==> src/rtl/obi_rr_arbiter.sv <==
// Round-robin arbiter merging NUM_MST OBI masters onto one OBI slave port.
// An in-order ID FIFO routes each response back to the master that issued it.
module obi_rr_arbiter #(
  parameter int unsigned NUM_MST         = 2,
  parameter int unsigned OBI_ADDRW       = 32,
  parameter int unsigned OBI_DATAW       = 32,
  parameter int unsigned OBI_STRBW       = OBI_DATAW / 8,
  parameter int unsigned MAX_OUTSTANDING = 4
) (
  input  logic                           clk_i,
  input  logic                           arst_ni,
  input  logic [NUM_MST-1:0]             mst_req_i,
  output logic [NUM_MST-1:0]             mst_gnt_o,
  input  logic [NUM_MST*OBI_ADDRW-1:0]   mst_addr_i,
  input  logic [NUM_MST-1:0]             mst_we_i,
  input  logic [NUM_MST*OBI_DATAW-1:0]   mst_wdata_i,
  input  logic [NUM_MST*OBI_STRBW-1:0]   mst_be_i,
  output logic [NUM_MST-1:0]             mst_rvalid_o,
  output logic [OBI_DATAW-1:0]           mst_rdata_o,
  output logic                           slv_req_o,
  input  logic                           slv_gnt_i,
  output logic [OBI_ADDRW-1:0]           slv_addr_o,
  output logic                           slv_we_o,
  output logic [OBI_DATAW-1:0]           slv_wdata_o,
  output logic [OBI_STRBW-1:0]           slv_be_o,
  input  logic                           slv_rvalid_i,
  input  logic [OBI_DATAW-1:0]           slv_rdata_i,
  output logic [$clog2(MAX_OUTSTANDING):0] outstanding_o,
  output logic                           err_o
);

  localparam int unsigned IDW  = (NUM_MST > 1) ? $clog2(NUM_MST) : 1;
  localparam int unsigned PTRW = (MAX_OUTSTANDING > 1) ? $clog2(MAX_OUTSTANDING) : 1;
  localparam int unsigned CNTW = $clog2(MAX_OUTSTANDING) + 1;

  logic [OBI_ADDRW-1:0] addr_arr  [NUM_MST];
  logic [OBI_DATAW-1:0] wdata_arr [NUM_MST];
  logic [OBI_STRBW-1:0] be_arr    [NUM_MST];

  logic [IDW-1:0]  rr_ptr_q, rr_ptr_d;
  logic            lock_q, lock_d;
  logic [IDW-1:0]  lock_idx_q, lock_idx_d;
  logic [IDW-1:0]  id_mem_q [MAX_OUTSTANDING];
  logic [PTRW-1:0] wr_ptr_q, wr_ptr_d, rd_ptr_q, rd_ptr_d;
  logic [CNTW-1:0] cnt_q, cnt_d;
  logic            err_q, err_d;

  logic [IDW-1:0]  rr_sel, sel, head;
  logic [IDW:0]    scan_pos;
  logic            rr_found, full, empty, hs, pop;

  for (genvar g = 0; g < NUM_MST; g++) begin : g_unpack
    assign addr_arr[g]  = mst_addr_i[g*OBI_ADDRW +: OBI_ADDRW];
    assign wdata_arr[g] = mst_wdata_i[g*OBI_DATAW +: OBI_DATAW];
    assign be_arr[g]    = mst_be_i[g*OBI_STRBW +: OBI_STRBW];
  end

  // First requester at or after rr_ptr_q, wrapping modulo NUM_MST.
  // NOTE: every always_comb output gets a default first so no latch is inferred.
  always_comb begin
    rr_sel   = '0;
    rr_found = 1'b0;
    scan_pos = '0;
    for (int unsigned k = 0; k < NUM_MST; k++) begin
      scan_pos = {1'b0, rr_ptr_q} + (IDW+1)'(k);
      if (scan_pos >= (IDW+1)'(NUM_MST)) scan_pos = scan_pos - (IDW+1)'(NUM_MST);
      if (!rr_found && mst_req_i[scan_pos[IDW-1:0]]) begin
        rr_sel   = scan_pos[IDW-1:0];
        rr_found = 1'b1;
      end
    end
  end

  assign sel   = lock_q ? lock_idx_q : rr_sel;
  assign full  = (cnt_q == CNTW'(MAX_OUTSTANDING));
  assign empty = (cnt_q == '0);
  assign head  = id_mem_q[rd_ptr_q];

  assign slv_req_o   = (lock_q | (|mst_req_i)) & ~full;
  assign hs          = slv_req_o & slv_gnt_i;
  assign pop         = slv_rvalid_i & ~empty;
  assign slv_addr_o  = addr_arr[sel];
  assign slv_we_o    = mst_we_i[sel];
  assign slv_wdata_o = wdata_arr[sel];
  assign slv_be_o    = be_arr[sel];

  assign mst_gnt_o     = hs  ? (NUM_MST'(1) << sel)  : '0;
  assign mst_rvalid_o  = pop ? (NUM_MST'(1) << head) : '0;
  assign mst_rdata_o   = slv_rdata_i;
  assign outstanding_o = cnt_q;
  assign err_o         = err_q;

  always_comb begin
    rr_ptr_d   = rr_ptr_q;
    lock_d     = lock_q;
    lock_idx_d = lock_idx_q;
    wr_ptr_d   = wr_ptr_q;
    rd_ptr_d   = rd_ptr_q;
    cnt_d      = cnt_q;
    err_d      = err_q | (slv_rvalid_i & empty);

    if (hs) begin
      rr_ptr_d = (sel == IDW'(NUM_MST - 1)) ? '0 : sel + IDW'(1);
      lock_d   = 1'b0;
      wr_ptr_d = (wr_ptr_q == PTRW'(MAX_OUTSTANDING - 1)) ? '0 : wr_ptr_q + PTRW'(1);
    end else if (slv_req_o) begin
      // Address phase must stay stable until the bridge grants it.
      lock_d     = 1'b1;
      lock_idx_d = sel;
    end

    if (pop) begin
      rd_ptr_d = (rd_ptr_q == PTRW'(MAX_OUTSTANDING - 1)) ? '0 : rd_ptr_q + PTRW'(1);
    end

    case ({hs, pop})
      2'b10:   cnt_d = cnt_q + CNTW'(1);
      2'b01:   cnt_d = cnt_q - CNTW'(1);
      default: cnt_d = cnt_q;
    endcase
  end

  // NOTE: sequential state uses non-blocking assignments only.
  always_ff @(posedge clk_i or negedge arst_ni) begin
    if (!arst_ni) begin
      rr_ptr_q   <= '0;
      lock_q     <= 1'b0;
      lock_idx_q <= '0;
      wr_ptr_q   <= '0;
      rd_ptr_q   <= '0;
      cnt_q      <= '0;
      err_q      <= 1'b0;
    end else begin
      rr_ptr_q   <= rr_ptr_d;
      lock_q     <= lock_d;
      lock_idx_q <= lock_idx_d;
      wr_ptr_q   <= wr_ptr_d;
      rd_ptr_q   <= rd_ptr_d;
      cnt_q      <= cnt_d;
      err_q      <= err_d;
    end
  end

  // NOTE: ID storage is deliberately not reset; the count and pointers alone mark valid entries.
  always_ff @(posedge clk_i) begin
    if (hs) id_mem_q[wr_ptr_q] <= sel;
  end

endmodule

==> config.mk <==
export PLATFORM = sky130hd
export DESIGN_NAME = obi_rr_arbiter
export DESIGN_NICKNAME = d
export VERILOG_FILES = /design/src/rtl/obi_rr_arbiter.sv
export SDC_FILE = /design/constraint.sdc
export NUM_CORES = 1
export LEC_CHECK = 0
export CAP_MARGIN = 10
export CORE_AREA = 2 2 110 112
export CTS_CLUSTER_DIAMETER = 30
export DETAILED_ROUTE_END_ITERATION = 8
export DIE_AREA = 0 0 112 114
export HOLD_SLACK_MARGIN = 0.1
export PLACE_DENSITY = 0.71
export SYNTH_ARGS = -nofsm -noshare
export SYNTH_HDL_FRONTEND = slang
export SYNTH_SLANG_ARGS = --single-unit
==> constraint.sdc <==
create_clock -name clk_i -period 3.5 [get_ports clk_i]
set_input_delay 0.875 -clock clk_i [delete_from_list [all_inputs] [get_ports clk_i]]
set_output_delay 0.875 -clock clk_i [all_outputs]
set_load 0.05 [all_outputs]
Word-level counts from Yosys, hierarchy flattened
Memories as Yosys holds them, arrays and structs flattened.
Index checks and enable logic that the tools add are counted.
{ "totals": {"ff_bits": 11, "mem_bits_rw": 4, "in_bits": 176, "out_inout_bits": 110, "wordCells": 77, "n_memories": 1} }
{ "classes": {"add_sub_neg": 8, "magnitude_cmp": 6, "eq_ne": 5, "shifts": 2, "mux": 31, "bitwise_logic": 10, "reduce_logical": 7} }
{ "mem_list": {"columns": ["memory", "depth", "word_bits", "read_ports", "rd_clocked_by_memory_dff", "wr", "line_no", "source"], "rows": [
  ["id_mem_q", 4, 1, 1, 0, 1, "43", "logic [IDW-1:0] id_mem_q [MAX_OUTSTANDING];"]
]} }
{ "ops": {"columns": ["operator", "count"], "rows": [
  ["32-bit 2-to-1 mux", 6],
  ["1-bit 2-to-1 mux", 17],
  ["4-bit 2-to-1 mux", 3],
  ["2-bit 2-to-1 mux", 4],
  ["2-bit == test (second input constant)", 3],
  ["1-bit by 2-bit less-than comparator with 1-bit output (second input constant)", 3],
  ["3-bit case mux with 2 select lines", 1],
  ["2-bit by 1-bit adder with 2-bit output (second input constant)", 2],
  ["1-bit bitwise AND", 4],
  ["2-bit greater-or-equal comparator (second input constant)", 2],
  ["2-bit nonzero test", 2],
  ["1-bit by 1-bit << shifter with 2-bit output (first input constant)", 2],
  ["3-bit by 1-bit adder with 3-bit output (second input constant)", 1],
  ["3-bit == test (second input constant)", 1],
  ["3-bit zero test", 1],
  ["1-bit inverter", 3],
  ["3-bit by 1-bit subtractor with 3-bit output (second input constant)", 1],
  ["1-bit by 1-bit adder with 2-bit output (second input constant)", 1],
  ["2-bit by 1-bit == test with 1-bit output (second input constant)", 1],
  ["1-bit by 2-bit greater-or-equal comparator with 1-bit output (second input constant)", 1],
  ["1-bit inverter with 2-bit output", 1],
  ["1-bit OR", 2],
  ["2-bit AND reduction", 1],
  ["2-bit OR reduction", 1],
  ["other kinds (4)", 5]
]} }

Depth between registers and ports, before layout
Gate-level depths: netlist of the first run.
{ "logic_depth": {"depth_word": 13, "mapped_depth": 9} }

Worst setup path after synthesis of the first run
OpenSTA, ideal clock, no wires.
{ "synth_timing": {"path_kind": "input port to output port", "startpoint": "in mst_req_i[1]", "endpoint": "out mst_gnt_o[0]", "arrival_time_ns": 2.068, "required_time_ns": 2.625, "path_slack_ns": 0.557, "path_stages": 4, "path_buffers": 1, "path_cell_list": "nor3_1 > or3b_1 > buf_6 > nor2_1"} }
{ "synth_between": {"elab_chain_len": 9} }
{ "synth_lines": {"columns": ["item", "line_no", "source"], "rows": [
  ["from (decl)", "12", "input logic [NUM_MST-1:0] mst_req_i,"],
  ["1-bit 2-to-1 mux (implied by the code) (2 in series)", "67", "if (!rr_found && mst_req_i[scan_pos[IDW-1:0]]) begin"],
  ["1-bit 2-to-1 mux", "67", null],
  ["1-bit zero test", "67", null],
  ["1-bit logical AND", "67", null],
  ["1-bit 2-to-1 mux", "67", null],
  ["1-bit 2-to-1 mux", "74", "assign sel = lock_q ? lock_idx_q : rr_sel;"],
  ["1-bit by 1-bit << shifter with 2-bit output", "87", "assign mst_gnt_o = hs ? (NUM_MST'(1) << sel) : '0;"],
  ["2-bit 2-to-1 mux (*)", "87", null],
  ["to (decl)", "13", "output logic [NUM_MST-1:0] mst_gnt_o,"]
]} }
Mark *: on every way between the ends. The rest lies on a longest branch, timed or not. The select of a mux whose other input is x is not followed.

Worst setup path in the final report of the first run
{ "layout_timing": {"startpoint": "in mst_req_i[0]", "endpoint": "out slv_wdata_o[22]"} }
{ "layout_between": {"elab_chain_len": 11} }
{ "layout_lines": {"columns": ["item", "line_no", "source"], "rows": [
  ["1-bit 2-to-1 mux (implied by the code) (2 in series)", "67", null],
  ["1-bit 2-to-1 mux", "67", null],
  ["1-bit zero test", "67", null],
  ["1-bit logical AND", "67", null],
  ["1-bit 2-to-1 mux (*)", "67", null],
  ["1-bit 2-to-1 mux (*)", "74", null],
  ["1-bit inverter with 2-bit output (implied by the code) (*)", "84", "assign slv_wdata_o = wdata_arr[sel];"],
  ["32-bit 2-to-1 mux (implied by the code) (*) (3 in series)", "84", null],
  ["to (decl)", "24", "output logic [OBI_DATAW-1:0] slv_wdata_o,"]
]} }
Marks and branches as above.

==> results.json, run 1 <==
{
  "grt_util_all_layers_pct": 10.91,
  "die_h_um": 114,
  "core_um2": 11710,
  "status": "finished clean",
  "slew_viol_final": 0,
  "min_period_over_period_pct": 97.30,
  "use_met1_pct": 13.10,
  "syn_area_per_cell_um2": 10.77,
  "postCtsSetupBuffers": 0,
  "rsz0062_at_grt": "no",
  "port-buffer-count": 221,
  "maxCapViolCount": 0,
  "end_kind": "primary output",
  "final_cells": 509,
  "ctsLongestPathBuffers": 2,
  "syn-num-nets": 357,
  "setup_violations": 0,
  "grt_pass1_vias": 2028,
  "synthesis.area_um2": 1874,
  "tritoncts": "yes",
  "overflow": 0,
  "critical_path_class": "input pin to primary output",
  "grt-busiest-layer": "met2",
  "fin_crit_ps": 3406,
  "path_max_fanout": 38,
  "relSlewSlack_pct": 48.63,
  "syn_inst": 174,
  "synth_seq_cells": 15,
  "insertedDiodeCount": 0,
  "antenna_found_initial": 0,
  "viasPerCell": 3.963,
  "cp_top_family": "buffers and inverters",
  "die_area_um2": 12770,
  "h-tree-depth": 1,
  "cp_slowest_cell": "clkdlybuf4s50_1",
  "ant_nets": 0,
  "cpPeakStageDelay_ps": 410,
  "drt-total-wl_um": 7972,
  "gp_congestion": 0.7336,
  "seq_area_frac_synth_pct": 21.09,
  "nets": 546,
  "hpwlAfterDp_um": 6914,
  "first_iter_violations": 71,
  "ir_drop_mv": 0.3373,
  "num_vias": 2017,
  "initial_utilization_pct": 16.00,
  "clock_sinks": 15,
  "path_clk_slew_ps": 50,
  "cp.arrival_ps": 2530,
  "use_met2_pct": 19.03,
  "insertion_delay_ps": 240,
  "areaGrowthSynthToFinish_pct": 111.3,
  "crit_buf_inv": 3,
  "setup_tns_ps": 0,
  "finalHoldViolCount": 0,
  "root_buffer": "clkbuf_16",
  "drive_gt1_share_pct": 43.92,
  "holdCritPathClass": "flop to flop",
  "worst_slew_pin_slew_ps": 764.0,
  "ys_warn_count": 0,
  "path_cells": "clkdlybuf4s50_1 > nor2b_1 > o21ai_4 > buf_12 > mux2_2 > buf_4",
  "grt_max_degree": 39,
  "power_leakage_nw": 1.665,
  "rows": 40,
  "cts.repair.resized": 0,
  "cp.required_ps": 2620,
  "cts_made_buffers": 3,
  "grt_pass1_wl_um": 11100,
  "ios": 286,
  "hold_buffers": 0,
  "dpl.cell_count": 505,
  "clock_skew_ps": 1.167,
  "max_freq_ghz": 0.2936,
  "first_pass_iters": 4,
  "start_kind": "input pin",
  "cellPowerDensity_nw_per_um2": 755.6,
  "drc": 0,
  "finalPower_mw": 2.993,
  "die_w_um": 112,
  "yosys.cell_types.count": 27,
  "wl_per_cell_um": 15.66,
  "grt_util_met3_pct": 3.560
}
-- placed cells by master (no fill, tap or decap), drive strengths merged --
cell	n
o31ai	1
nor2	5
nor3	4
inv	7
nand2b	1
fa	1
dfrtp	11
nor3b	1
nand2	1
mux2i	2
edfxtp	4
mux2	73
clkbuf	4
and3	4
or3b	1
nor2b	2
mux4	1
buf	78
and2b	1
xor2	2
o21ai	1
xnor2	1
a21o	3
clkdlybuf4s50	147
ha	6
-- path summary, 6_finish.rpt --
| check | startpoint | to | slack, ps | cells past startpoint |
|---|---|---|---|---|
| min in group asynchronous | arst_ni | outstanding_o[1] | 980 | 1 |
| setup reg to reg | outstanding_o[0] | outstanding_o[2] | 1280 | 9 |
| hold reg to reg | err_o | err_o | 450 | 1 |
| setup / recovery | mst_req_i[0] | slv_wdata_o[22] | 90 | 6 |
| max in group asynchronous | arst_ni | rd_ptr_q[0] | 2170 | 1 |
| hold / removal | err_o | err_o | 450 | 1 |
-- cell type report --
class | instances | area (µm²)
Fill cell | 1212 | 7750
Timing Repair Buffer | 225 | 2120
Sequential cell | 15 | 395.4
Clock buffer | 4 | 78.83
Tap cell | 147 | 183.9
Inverter | 7 | 26.28
Multi-Input combinational cell | 111 | 1157
-- Yosys cell counts, drive strengths merged --
cell type,count,area [µm²]
edfxtp,4,120.1
and3,4,25.02
xor2,2,17.52
nor3,4,20.02
or3b,1,8.760
mux2,73,829.6
nor2,5,18.77
mux4,1,22.52
xnor2,1,8.760
nand2,1,3.750
buf,41,306.5
o31ai,1,7.510
ha,6,75.07
nand2b,1,6.260
fa,1,20.02
and2b,1,8.760
nor3b,1,12.51
inv,7,26.28
mux2i,2,20.02
dfrtp,11,275.3
nor2b,2,12.51
o21ai,1,5.000
a21o,3,23.77
-- per-layer routing --
metal / vias to the layer above / part of all wire (%)
met5: - / 0
met4: 0 / 1.3
met3: 20 / 10
met2: 132 / 50
met1: 909 / 38
li1: 956 / -
-- per-stage QoR --
step | hold slack [ps] | util (%) | setup slack (ps) | area [µm²]
6_report | 451.6 | 33.82 | 94.33 | 3961
2_1_floorplan | 480.6 | - | 556.7 | 1874
3_3_place_gp | 439.1 | 33.15 | 82.60 | 3882
3_5_place_dp | 451.9 | 33.15 | 72.33 | 3882
4_1_cts | 454.8 | 33.82 | 70.71 | 3961
5_1_grt | 469.0 | 33.82 | 14.07 | 3961
-- flip-flops by register name, summed over array words and instances (netlist names) --
register and cells:
lock_idx_q 1, err_o 1, rr_ptr_q 1, id_mem_q 4, wr_ptr_q 2, rd_ptr_q 2
lock_q 1, outstanding_o 3
-- power breakdown --
part	internal (mW)	total (mW)	switching, mW	leakage (nW)
clock network	0.154	0.222	0.0676	0.0382
logic	0.981	2.44	1.46	1.46
registers	0.264	0.334	0.0709	0.164
total	1.40	2.99	1.60	1.67
-- cell families after synthesis --
group,after synthesis,share of synthesized area (%)
mux,76,46.53
buf+inv,48,17.76
simple gates,20,6.208
flops,15,21.09
fa+ha+maj,7,5.073
compound gates,5,1.936
xor+xnor,3,1.402
Power figures use the tool's default switching activity.
==> inputs of run 2 (changes only) <==
--- a/config.mk
+++ b/config.mk
@@ -6,12 +6,16 @@
 export NUM_CORES = 1
 export LEC_CHECK = 0
 export CAP_MARGIN = 10
-export CORE_AREA = 2 2 110 112
+export CELL_PAD_IN_SITES_DETAIL_PLACEMENT = 0
+export CELL_PAD_IN_SITES_GLOBAL_PLACEMENT = 1
+export CORE_ASPECT_RATIO = 0.75
+export CORE_MARGIN = 2
+export CORE_UTILIZATION = 15
 export CTS_CLUSTER_DIAMETER = 30
 export DETAILED_ROUTE_END_ITERATION = 8
-export DIE_AREA = 0 0 112 114
 export HOLD_SLACK_MARGIN = 0.1
-export PLACE_DENSITY = 0.71
+export PLACE_DENSITY = 0.95
+export SLEW_MARGIN = 20
 export SYNTH_ARGS = -nofsm -noshare
 export SYNTH_HDL_FRONTEND = slang
 export SYNTH_SLANG_ARGS = --single-unit
==> results.json, run 2 (same netlist as run 1, synthesis figures left out) <==
{
  "status": "finished clean",
  "initial_utilization_pct": 15.34,
  "nets": 546,
  "overflow": 0,
  "postCtsSetupBuffers": 0,
  "ant_nets": 0,
  "critical_path.endpoint": "slv_wdata_o[7]",
  "num_vias": 2019,
  "grt_util_all_layers_pct": 12.70,
  "largest_register_ffs": 4,
  "cp.required_ps": 2620,
  "end_kind": "primary output",
  "max_freq_ghz": 0.2874,
  "ctsLongestPathBuffers": 2,
  "gp_congestion": 0.7062,
  "viasPerCell": 3.824,
  "fin_area_um2": 3994,
  "core_um2": 12220,
  "first_iter_violations": 77,
  "crit_start": "mst_req_i[0]",
  "grt_max_degree": 55,
  "seq_area_um2": 395.4,
  "layout_commonest_cell": "clkdlybuf4s50_1",
  "fin_crit_ps": 3480,
  "setup_violations": 0,
  "die_h_um": 100.8,
  "drt-total-wl_um": 9621,
  "holdWs_ps": 459.5,
  "n_fill_cell": 1208,
  "ff2ff_path_depth": 9,
  "wl_per_cell_um": 18.22,
  "die_w_um": 133.1,
  "cp_num_cells": 6,
  "path_clk_slew_ps": 50,
  "slew_viol_final": 0,
  "cp_slowest_cell": "clkdlybuf4s50_1",
  "multiInputGateArea_um2": 1165,
  "dpl.cell_count": 524,
  "final_cell_mix": "clkdlybuf4s50_1, buf_4, mux2_2",
  "rows": 35,
  "r2r_start": "outstanding_o[0]",
  "final_cells": 528,
  "reg2reg_to": "outstanding_o[2]",
  "insertion_delay_ps": 240,
  "tritoncts": "yes",
  "insertedDiodeCount": 0,
  "cts_made_buffers": 3,
  "start_kind": "input pin",
  "relSlewSlack_pct": 46.40,
  "path_max_fanout": 54,
  "maxCapViolCount": 0,
  "h-tree-depth": 1,
  "top_register": "id_mem_q",
  "root_buffer": "clkbuf_16",
  "grt_pass1_wl_um": 12630,
  "ir_drop_mv": 0.3133,
  "crit_buf_inv": 3,
  "holdCritPathClass": "flop to flop",
  "areaGrowthSynthToFinish_pct": 113.1,
  "ios": 286,
  "first_pass_iters": 4,
  "clock_sinks": 15,
  "port-buffer-count": 221,
  "grt_pass1_vias": 2029,
  "cpPeakStageDelay_ps": 430,
  "critical_path_class": "input pin to primary output",
  "dpl_cell_area_um2": 3906,
  "path_cells": "clkdlybuf4s50_1 > nor2b_1 > o21ai_4 > buf_12 > mux2_2 > buf_4",
  "finalPower_mw": 3.007,
  "die_area_um2": 13410,
  "antenna_found_initial": 0,
  "cp.arrival_ps": 2600,
  "clock_skew_ps": 1.353,
  "rsz0062_at_grt": "yes",
  "hold_buffers": 0,
  "power_leakage_nw": 1.675,
  "cts.repair.resized": 0,
  "min_period_over_period_pct": 99.42,
  "drive_gt1_share_pct": 44.20,
  "r2r_setup_slack_ps": 1220,
  "worst_slew_pin_slew_ps": 797.2,
  "hpwlAfterDp_um": 8486,
  "finalHoldViolCount": 0,
  "drc": 0,
  "cp_top_family": "buffers and inverters",
  "cellPowerDensity_nw_per_um2": 752.8
}
[run 2: cell types whose count changed in the layout (fill, tap and decap cells not counted), sizes merged]
cell and change:
clkbuf -1, clkinv +1
[run 2: where the power goes]
group          internal, mW  switching [mW]
logic                 0.982            1.47
registers             0.264          0.0723
clock network         0.152          0.0645
total                  1.40            1.61
[run 2: per-stage QoR]
step                      setup WS (ps)  TNS (ps)  util, %
final                             20.47         0    32.69
after CTS                         27.19         0    32.63
after global placement            72.52         0    31.97
after global routing             -43.55    -312.7    32.69
after floorplan                   556.7         0        -
after detailed placement          41.44         0    31.97
[run 2: worst min path at each step]
| stage | from | end | depth (start not counted) |
|---|---|---|---|
| floorplan | lock_idx_q | lock_idx_q | 1 |
| global placement | err_o | err_o | 1 |
| detailed placement | err_o | err_o | 1 |
| CTS | err_o | err_o | 1 |
| global route | err_o | err_o | 1 |
| finish | err_o | err_o | 1 |
[run 2: cell type report]
cell class / count / area share (%)
clock buffer: 3 / 1.880
clock inverter: 1 / 0.1253
inverter: 7 / 0.6579
multi-input combinational: 111 / 29.17
sequential: 15 / 9.900
tap: 166 / 5.200
timing repair buffer: 225 / 53.07
[run 2: worst register-to-register path: stages, from the launching register on]
cell and delay, ps:
dfrtp_1 440, nor3b_2 310, or3b_1 240, buf_4 180, ha_1 190, inv_1 60
fa_1 370, xor2_1 150, nor2_1 110, xor2_1 150
[run 2: per-layer routing]
metal / share of wire [%] / global-route usage [%]
met4: 2.0 / 3.722
met5: 0 / 0
met3: 9.1 / 4.173
met1: 38 / 15.04
met2: 51 / 22.08
